[config.mk]
export PLATFORM = sky130hd
export DESIGN_NAME = mult_accum_flat
export DESIGN_NICKNAME = d
export VERILOG_FILES = /design/src/rtl/mult_accum_pkg.sv /design/src/rtl/mult_accum_if.sv /design/src/rtl/mult_accum_vld_delay.sv /design/src/rtl/mult_accum.sv /design/src/flat_wrapper.sv
export SDC_FILE = /design/constraint.sdc
export NUM_CORES = 1
export LEC_CHECK = 0
export BUFFER_PORTS_ARGS = -buffer_cell sky130_fd_sc_hd__buf_2
export CORE_ASPECT_RATIO = 0.5
export CORE_UTILIZATION = 30
export CTS_BUF_LIST = sky130_fd_sc_hd__clkbuf_2
export DETAILED_ROUTE_END_ITERATION = 8
export PLACE_DENSITY_LB_ADDON = 0.25
export SYNTH_ARGS = -nofsm -noshare
export SYNTH_HDL_FRONTEND = slang
export SYNTH_HIERARCHICAL = 1
export SYNTH_SLANG_ARGS = --single-unit
export TNS_END_PERCENT = 100
[constraint.sdc]
create_clock -name clk -period 4.1 [get_ports clk]
set_clock_uncertainty 0.05 [all_clocks]
set_input_delay 0.205 -clock clk [delete_from_list [all_inputs] [get_ports clk]]
set_output_delay 0.205 -clock clk [all_outputs]
set_load 0.01 [all_outputs]
[src/rtl/mult_accum_pkg.sv]
// Shared types and constants for the multiplier accumulator stage.
// Latency: n/a (package only).
// Backpressure: n/a (package only).
package mult_accum_pkg;

    localparam int ACC_W_DEF    = 40;
    localparam int LEN_W_DEF    = 8;
    localparam int MULT_LAT_DEF = 2;

    typedef enum logic [1:0] {
        IDLE  = 2'd0,
        ACCUM = 2'd1,
        DONE  = 2'd2
    } state_t;

    // Largest signed value representable in w bits, returned in the low w bits.
    function automatic logic [63:0] sat_max(input int w);
        return (64'd1 << (w - 1)) - 64'd1;
    endfunction

    // Most negative signed value representable in w bits, in the low w bits.
    function automatic logic [63:0] sat_min(input int w);
        return ~sat_max(w);
    endfunction

endpackage

[src/rtl/mult_accum_if.sv]
// Operand-token and result handshake bundle between mult_accum and its neighbours.
// Latency: n/a (wiring only).
// Backpressure: in_valid/in_ready for operands, acc_valid/acc_ready for the result.
interface mult_accum_if import mult_accum_pkg::*; #(
    parameter int ACC_W = ACC_W_DEF
) ();

    logic             in_valid;
    logic             in_ready;
    logic [31:0]      p_in;
    logic             acc_valid;
    logic             acc_ready;
    logic [ACC_W-1:0] acc_out;
    logic             ovf;

    // Upstream/downstream side: drives operands and accepts results.
    modport master (
        output in_valid, p_in, acc_ready,
        input  in_ready, acc_valid, acc_out, ovf
    );

    // Accumulator side.
    modport slave (
        input  in_valid, p_in, acc_ready,
        output in_ready, acc_valid, acc_out, ovf
    );

endinterface

[src/rtl/mult_accum_vld_delay.sv]
// DEPTH-deep 1-bit shift register carrying issue tokens alongside a fixed-latency pipe.
// Latency: DEPTH cycles from d to q.
// Backpressure: none; shifts every cycle because the companion pipe cannot stall.
module mult_accum_vld_delay import mult_accum_pkg::*; #(
    parameter int DEPTH = MULT_LAT_DEF
) (
    input  logic clk,
    input  logic rst_n,
    input  logic d,
    output logic q
);

    logic [DEPTH-1:0] sr;

    generate
        if (DEPTH == 1) begin : g_one
            // Single stage: register the token directly.
            always_ff @(posedge clk or negedge rst_n) begin
                if (!rst_n) sr <= '0;
                else        sr <= d;
            end
        end else begin : g_many
            // Shift the token toward the MSB once per cycle.
            always_ff @(posedge clk or negedge rst_n) begin
                if (!rst_n) sr <= '0;
                else        sr <= {sr[DEPTH-2:0], d};
            end
        end
    endgenerate

    assign q = sr[DEPTH-1];

endmodule

[src/rtl/mult_accum.sv]
// Accumulates len signed 32-bit products from mult_top into a saturating ACC_W-bit sum.
// Latency: N + MULT_LAT cycles from start to acc_valid with continuous operands.
// Backpressure: in_ready gates operand issue; result held in DONE until acc_ready.
module mult_accum import mult_accum_pkg::*; #(
    parameter int ACC_W    = ACC_W_DEF,
    parameter int LEN_W    = LEN_W_DEF,
    parameter int MULT_LAT = MULT_LAT_DEF
) (
    input  logic             clk,
    input  logic             rst_n,
    input  logic             start,
    input  logic [LEN_W-1:0] len,
    mult_accum_if.slave      acc_if,
    output logic             busy
);

    localparam logic [ACC_W-1:0] SAT_MAX = ACC_W'(sat_max(ACC_W));
    localparam logic [ACC_W-1:0] SAT_MIN = ACC_W'(sat_min(ACC_W));

    state_t           state, state_nxt;
    logic [ACC_W-1:0] acc;
    logic             ovf_q;
    logic [LEN_W-1:0] issue_cnt;
    logic [LEN_W-1:0] recv_cnt;
    logic [LEN_W-1:0] len_q;

    logic             tok;
    logic             p_vld;
    logic [ACC_W:0]   sum;
    logic             sat_hit;
    logic [ACC_W-1:0] sat_val;

    assign tok = acc_if.in_valid & acc_if.in_ready;

    // Token rides alongside the multiplier pipe so p_vld marks products of this run.
    mult_accum_vld_delay #(.DEPTH(MULT_LAT)) u_vld_delay (
        .clk   (clk),
        .rst_n (rst_n),
        .d     (tok),
        .q     (p_vld)
    );

    // Widen by one bit so the carry-out exposes signed overflow, then clamp.
    always_comb begin
        sum     = {acc[ACC_W-1], acc} + {{(ACC_W-31){acc_if.p_in[31]}}, acc_if.p_in};
        sat_hit = sum[ACC_W] ^ sum[ACC_W-1];
        sat_val = sum[ACC_W-1:0];
        if (sat_hit) sat_val = sum[ACC_W] ? SAT_MIN : SAT_MAX;
    end

    // State register.
    always_ff @(posedge clk or negedge rst_n) begin
        if (!rst_n) state <= IDLE;
        else        state <= state_nxt;
    end

    // Next-state: the run ends on the edge that registers the final product.
    always_comb begin
        state_nxt = state;
        case (state)
            IDLE: begin
                if (start) state_nxt = (len == '0) ? DONE : ACCUM;
            end
            ACCUM: begin
                if (p_vld && (recv_cnt + LEN_W'(1) == len_q)) state_nxt = DONE;
            end
            DONE: begin
                if (acc_if.acc_ready) state_nxt = IDLE;
            end
            default: state_nxt = IDLE;
        endcase
    end

    // Outputs decoded from state; issue stops once len_q tokens have gone out.
    always_comb begin
        acc_if.in_ready  = 1'b0;
        acc_if.acc_valid = 1'b0;
        busy             = (state != IDLE);
        case (state)
            ACCUM:   acc_if.in_ready  = (issue_cnt != len_q);
            DONE:    acc_if.acc_valid = 1'b1;
            default: ;
        endcase
    end

    assign acc_if.acc_out = acc;
    assign acc_if.ovf     = ovf_q;

    // Run setup on accepted start; counting and saturating accumulation during ACCUM.
    always_ff @(posedge clk or negedge rst_n) begin
        if (!rst_n) begin
            acc       <= '0;
            ovf_q     <= 1'b0;
            issue_cnt <= '0;
            recv_cnt  <= '0;
            len_q     <= '0;
        end else if (state == IDLE) begin
            if (start) begin
                len_q     <= len;
                acc       <= '0;
                ovf_q     <= 1'b0;
                issue_cnt <= '0;
                recv_cnt  <= '0;
            end
        end else if (state == ACCUM) begin
            if (tok) issue_cnt <= issue_cnt + LEN_W'(1);
            if (p_vld) begin
                acc      <= sat_val;
                recv_cnt <= recv_cnt + LEN_W'(1);
                if (sat_hit) ovf_q <= 1'b1;
            end
        end
    end

    // A product token outside a run means the delay line and FSM disagree.
    p_vld_in_run: assert property (@(posedge clk) disable iff (!rst_n) p_vld |-> state == ACCUM);

endmodule

[src/flat_wrapper.sv]
// flat-port wrapper written by rule: the top's interface ports become plain ports
module mult_accum_flat import mult_accum_pkg::*;
#(
    parameter int ACC_W    = ACC_W_DEF,
    parameter int LEN_W    = LEN_W_DEF,
    parameter int MULT_LAT = MULT_LAT_DEF
)
  (clk, rst_n, start, len, busy, acc_if_in_valid, acc_if_p_in, acc_if_acc_ready, acc_if_in_ready, acc_if_acc_valid, acc_if_acc_out, acc_if_ovf);
  mult_accum_if #(.ACC_W(ACC_W)) acc_if_i ();
  input  logic clk;
  input  logic rst_n;
  input  logic start;
  input  logic [LEN_W-1:0] len;
  output logic busy;
  input wire logic [$bits(acc_if_i.in_valid)-1:0] acc_if_in_valid;
  input wire logic [$bits(acc_if_i.p_in)-1:0] acc_if_p_in;
  input wire logic [$bits(acc_if_i.acc_ready)-1:0] acc_if_acc_ready;
  output wire logic [$bits(acc_if_i.in_ready)-1:0] acc_if_in_ready;
  output wire logic [$bits(acc_if_i.acc_valid)-1:0] acc_if_acc_valid;
  output wire logic [$bits(acc_if_i.acc_out)-1:0] acc_if_acc_out;
  output wire logic [$bits(acc_if_i.ovf)-1:0] acc_if_ovf;
  assign acc_if_i.in_valid = acc_if_in_valid;
  assign acc_if_i.p_in = acc_if_p_in;
  assign acc_if_i.acc_ready = acc_if_acc_ready;
  assign acc_if_in_ready = acc_if_i.in_ready;
  assign acc_if_acc_valid = acc_if_i.acc_valid;
  assign acc_if_acc_out = acc_if_i.acc_out;
  assign acc_if_ovf = acc_if_i.ovf;
  mult_accum #(.ACC_W(ACC_W), .LEN_W(LEN_W), .MULT_LAT(MULT_LAT)) u_core (.clk(clk), .rst_n(rst_n), .start(start), .len(len), .acc_if(acc_if_i), .busy(busy));
endmodule
Word-level counts from Yosys, hierarchy flattened
Index checks and enable logic that the tools add are counted.
- output and inout bits: 44
- register bits after elaboration: 69
- input bits: 45
- bitwise operators: 2
- $add $sub $neg: 3
- reduce and logical (&&, ||, !) cells: 13
- equality and inequality tests: 7
- muxes and demuxes: 25
- operator list (operator ; count):
    40-bit 2-to-1 mux ; 6
    8-bit 2-to-1 mux ; 7
    40-bit by 32-bit adder with 41-bit output ; 1
    8-bit by 1-bit adder with 8-bit output, second input constant ; 2
    2-bit nonzero test ; 5
    3-bit AND reduction ; 3
    8-bit equality test ; 1
    8-bit logical NOT ; 1
    2-bit 2-to-1 mux ; 4
    8-bit != test ; 1
    1-bit 2-to-1 mux ; 7
    2-bit one-hot mux with 3 select lines ; 1
    2-bit != test, second input constant ; 2
    4-bit AND reduction ; 1
    2-bit by 1-bit equality test with 1-bit output, second input constant ; 1
    2-bit equality test, second input constant ; 1
    2-bit logical NOT ; 1
    2-bit by 1-bit != test with 1-bit output, second input constant ; 1
    2-bit AND reduction ; 1
    1-bit bitwise AND ; 1
    1-bit logical AND ; 1
    1-bit bitwise XOR ; 1

Depth between registers and ports, before layout
- word-level depth: 6
- gate-level depth with buffers: 14
- mapped depth without buffers: 12

By module
Netlist, hierarchy kept.
- by module, submodules not included (module ; sequential area each (um2) ; cells each ; times used ; area an instance (um2)):
    mult_accum ; 1676.6 ; 677 ; 1 ; 5574.1
    mult_accum_vld_delay ; 50.0 ; 2 ; 1 ; 50.0

Worst setup path after synthesis
No wires, ideal clock.
- path type: reg2reg
- start: register u_core.acc[0] (netlist: u_core/acc_if.acc_out[0])
- end: register u_core.acc[14] (netlist: u_core/acc_if.acc_out[14])
- slack: 0.974 ns
- cell stages (with the launch flop): 15
- data arrival time: 2.952 ns
- setup time: 0.124 ns
- required time: 3.926 ns
- period minus slack after synthesis: 3.126 ns
- cell sequence: dfrtp_1 ha_1 inv_1 fa_1 and2b_4 o211ai_4 a31oi_4 o2111a_4 o21ai_2 o32a_4 o21a_1 buf_6 buf_6 nor3_1 o21ai_1
- cells in the longest elaborated chain, start to end: 6
- elaborated cells on any way between the ends: 7
- RTL lines (what ; RTL line ; source):
    start: declaration ; mult_accum.sv:21 ; logic [ACC_W-1:0] acc;
    start signal: assignment ; mult_accum.sv:108 ; acc <= sat_val;
    40-bit by 32-bit adder with 41-bit output * ; mult_accum.sv:45 ; sum = {acc[ACC_W-1], acc} + {{(ACC_W-31){acc_if.p_in[31]}}, acc_if.p_in};
    40-bit 2-to-1 mux or 1-bit bitwise XOR (tied branches) ; mult_accum.sv:48, mult_accum.sv:46 ;
    40-bit 2-to-1 mux * ; mult_accum.sv:48 ; if (sat_hit) sat_val = sum[ACC_W] ? SAT_MIN : SAT_MAX;
    40-bit 2-to-1 mux * ; mult_accum.sv:107 ; if (p_vld) begin
    40-bit 2-to-1 mux * ; mult_accum.sv:105 ; end else if (state == ACCUM) begin
    40-bit 2-to-1 mux * ; mult_accum.sv:97 ; end else if (state == IDLE) begin
Every way passes the cells marked *; elsewhere a longest branch is shown, timed or not. The select of a mux whose other input is x is not followed.
A chain may end at the register's enable or synchronous reset.

Worst setup path in the final report
- start: register u_core.acc[0] (netlist: u_core/acc_if.acc_out[0])
- end: register u_core.acc[35] (netlist: u_core/acc_if.acc_out[35])
The elaborated chain is that of the path after synthesis.

==> impl_metrics.tcl <==
set metrics [dict create \
    grt_max_degree 53 \
    synth_edf_count 0 \
    r2r_setup_slack_ns 0.51 \
    finalSetupViolCount 0 \
    insertion_delay_ns 0.56 \
    end_kind "flip-flop" \
    crit_chain "ha_1, inv_1, fa_1, and2b_4, o211ai_4, a31oi_4, o2111a_4, o21ai_2, o32a_4, o21a_1, nand2b_4, o211ai_1" \
    crit_family "compound AO/OA/AOI/OAI gates" \
    die_h_um 98.82 \
    final_nets 857 \
    startpoint "u_core/acc_if.acc_out[0]$_DFFE_PN0P_" \
    final_area_um2 6481 \
    drive_above_1_share_pct 17.18 \
    synthFlopType "dfrtp_1" \
    syn_area_per_cell_um2 8.283 \
    synth_nets 767 \
    synth.most_common_cell "nand2_1" \
    async_reset_ff_share_pct 100.0 \
    r2r_start "u_core/acc_if.acc_out[0]$_DFFE_PN0P_" \
    fp-row-count 34 \
    hold_violations 0 \
    cts-root-buf "clkbuf_2" \
    via_per_inst 5.093 \
    cts_max_path_buffers 2 \
    min_period_over_period_pct 87.50 \
    gp_congestion 0.8554 \
    peakVddDrop_v 0.00009481 \
    antenna_found_initial 0 \
    hp-start "acc_if_p_in[2]" \
    core_area_um2 17870 \
    grt_pass1_wl_um 25620 \
    synthToLayoutAreaGrowth_pct 15.24 \
    cts_made_buffers 9 \
    period_needed_ns 3.588 \
    cp_max_fo 39 \
    port-buffer-count 88 \
    stdcell_count 1008 \
    min_to "u_core/acc_if.acc_out[2]$_DFFE_PN0P_" \
    yosys-top-cells-area "dfrtp_1 (31%), ha_1 (9.3%), nand2_1 (7.3%)" \
    synth_common_cells "nand2_1 (110), dfrtp_1 (69), a21oi_1 (48), o21ai_0 (47), ha_1 (42)" \
    cts_resized 0 \
    cap_violations 0 \
    status "finished, final reports clean" \
    die_area_um2 19330 \
    postRouteAntennaNets 0 \
    required_ns 4.50 \
    yosys_warnings 6 \
    yosys.area.top_type "dfrtp_1" \
    drc 0 \
    final_util_pct 36.27 \
    synth_cell_types 69 \
    wl_per_cell_um 15.14 \
    h-tree-depth 3 \
    power.total_mw 1.327 \
    synth-seq-cells 69 \
    cp.arrival_ns 3.99 \
    worstReg2RegEnd "u_core/acc_if.acc_out[35]$_DFFE_PN0P_" \
    drt_iter0_drc 244 \
    rr_worst_depth 12 \
    wl_um 15260 \
    cts_tree "yes" \
    grt_pass1_vias 5167 \
    diodes 0 \
    hold_class "in2reg" \
    timing.fmax_mhz 278.7 \
    worst-slew-pin-transition_ns 1.190 \
    yosysSeqAreaShare_pct 30.70 \
    die_x_um 195.6 \
    vias 5134 \
    clk_pin_slew_ns 0.27 \
    powerDensity_nw_per_um2 204.7 \
    p_leak_nw 3.189 \
    drtPass1Iterations 4 \
    slew_violations 0 \
    critical_path.max_stage_delay_ns 0.43 \
    dpl.cell_count 973 \
    dp_hpwl_um 11280 \
    start_util_pct 31.48 \
    clock_sinks 69 \
    critPathBufInv 1 \
    worst_slew_margin_rel_pct 20.48 \
    tns_ns 0 \
    synth.top_cell.area_share_pct 30.70 \
    post_dp_cell_area_um2 6177 \
    track_usage_pct 16.30 \
    start_kind "flip-flop" \
    crit_type "reg2reg" \
    cpMaxStageDelayCell "dfrtp_1" \
    io_pins 89 \
    post-cts-setup-buffer-count 0 \
    netlist_instances 679 \
    syn_area_um2 5624 \
    hold_depth 5 \
    grt.overflow.total 0 \
    rsz0062_at_grt "no" \
]
==> logic make-up after synthesis <==
group / after synthesis / share of synthesized area (%)
DFF: 69 / 30.70
buffers and inverters: 47 / 4.939
muxes: 3 / 0.5562
xor gates and xnor gates: 60 / 9.344
AOI/OAI and AO/OA: 204 / 23.07
adders and majority gates: 43 / 9.700
and+or+nand+nor: 253 / 21.69
==> state kept, by name (all words and copies together), names as in the netlist <==
register,count
u_core/acc_if.acc_out,40
u_core/acc_if.ovf,1
u_core/state,2
u_core/len_q,8
u_core/u_vld_delay/sr,2
u_core/issue_cnt,8
u_core/recv_cnt,8
==> worst reg2reg max path, stage by stage (launching register included) <==
cell and delay, ns:
dfrtp_1 0.43, ha_1 0.19, inv_1 0.06, fa_1 0.39, and2b_4 0.28, o211ai_4 0.08, a31oi_4 0.26, o2111a_4 0.27
o21ai_2 0.10, o32a_4 0.41, o21a_1 0.24, nand2b_4 0.42, o211ai_1 0.30
==> final cells by class <==
type	count	area, um2
clock buffer	9	45.04
clock inverter	7	68.82
fill	1929	11390
inverter	14	52.55
multi-input combinational	563	3627
sequential	69	1727
tap	234	292.8
timing repair buffer	112	668.1
==> through the flow <==
| stage | hold slack [ns] | worst slack (ns) |
|---|---|---|
| after floorplan | -0.1406 | 0.9739 |
| after global placement | 0.1043 | 0.6500 |
| after detailed placement | 0.1045 | 0.5750 |
| after CTS | 0.1023 | 0.4714 |
| after global routing | 0.1219 | 0.2998 |
| final | 0.1715 | 0.5124 |
==> cells in the final DEF, fill, tap and decap left out, drive strengths merged, types with 7 or more instances in the layout <==
cell type	instances
a21o	10
a21oi	49
a31oi	7
and3	7
buf	93
clkbuf	9
dfrtp	69
dlygate4sd3	19
ha	42
inv	21
nand2	110
nand3	13
nand4	9
nor2	33
nor3	39
o211ai	10
o21a	15
o21ai	78
xnor2	32
xor2	28
==> worst max-delay path by stage <==
stage | endpoint | slack [ns] | cells after the start
after floorplan | u_core/acc_if.acc_out[14]$_DFFE_PN0P_ | 0.97 | 14
after global placement | u_core/acc_if.acc_out[33]$_DFFE_PN0P_ | 0.65 | 12
after detailed placement | u_core/acc_if.acc_out[33]$_DFFE_PN0P_ | 0.57 | 12
after CTS | u_core/acc_if.acc_out[35]$_DFFE_PN0P_ | 0.47 | 12
after global routing | u_core/acc_if.acc_out[4]$_DFFE_PN0P_ | 0.30 | 12
final | u_core/acc_if.acc_out[35]$_DFFE_PN0P_ | 0.51 | 12
==> timing repair <==
item                                    CTS  global route
hold buffers                             19             0
endpoints found under the hold margin    31             0
endpoints found under the setup margin    0             0
==> where the power goes <==
group | internal [mW] | switching, mW
registers | 0.684 | 0.00129
logic | 0.0870 | 0.124
clock network | 0.104 | 0.327
total | 0.875 | 0.452
==> routing by layer <==
layer	global-route usage, %	vias up	routed length [um]
li1	-	2626	-
met1	22.62	2424	7937
met2	25.88	75	6736
met3	3.525	9	468
met4	3.755	0	120
met5	0	-	0
(Power assumes the default switching activity.)
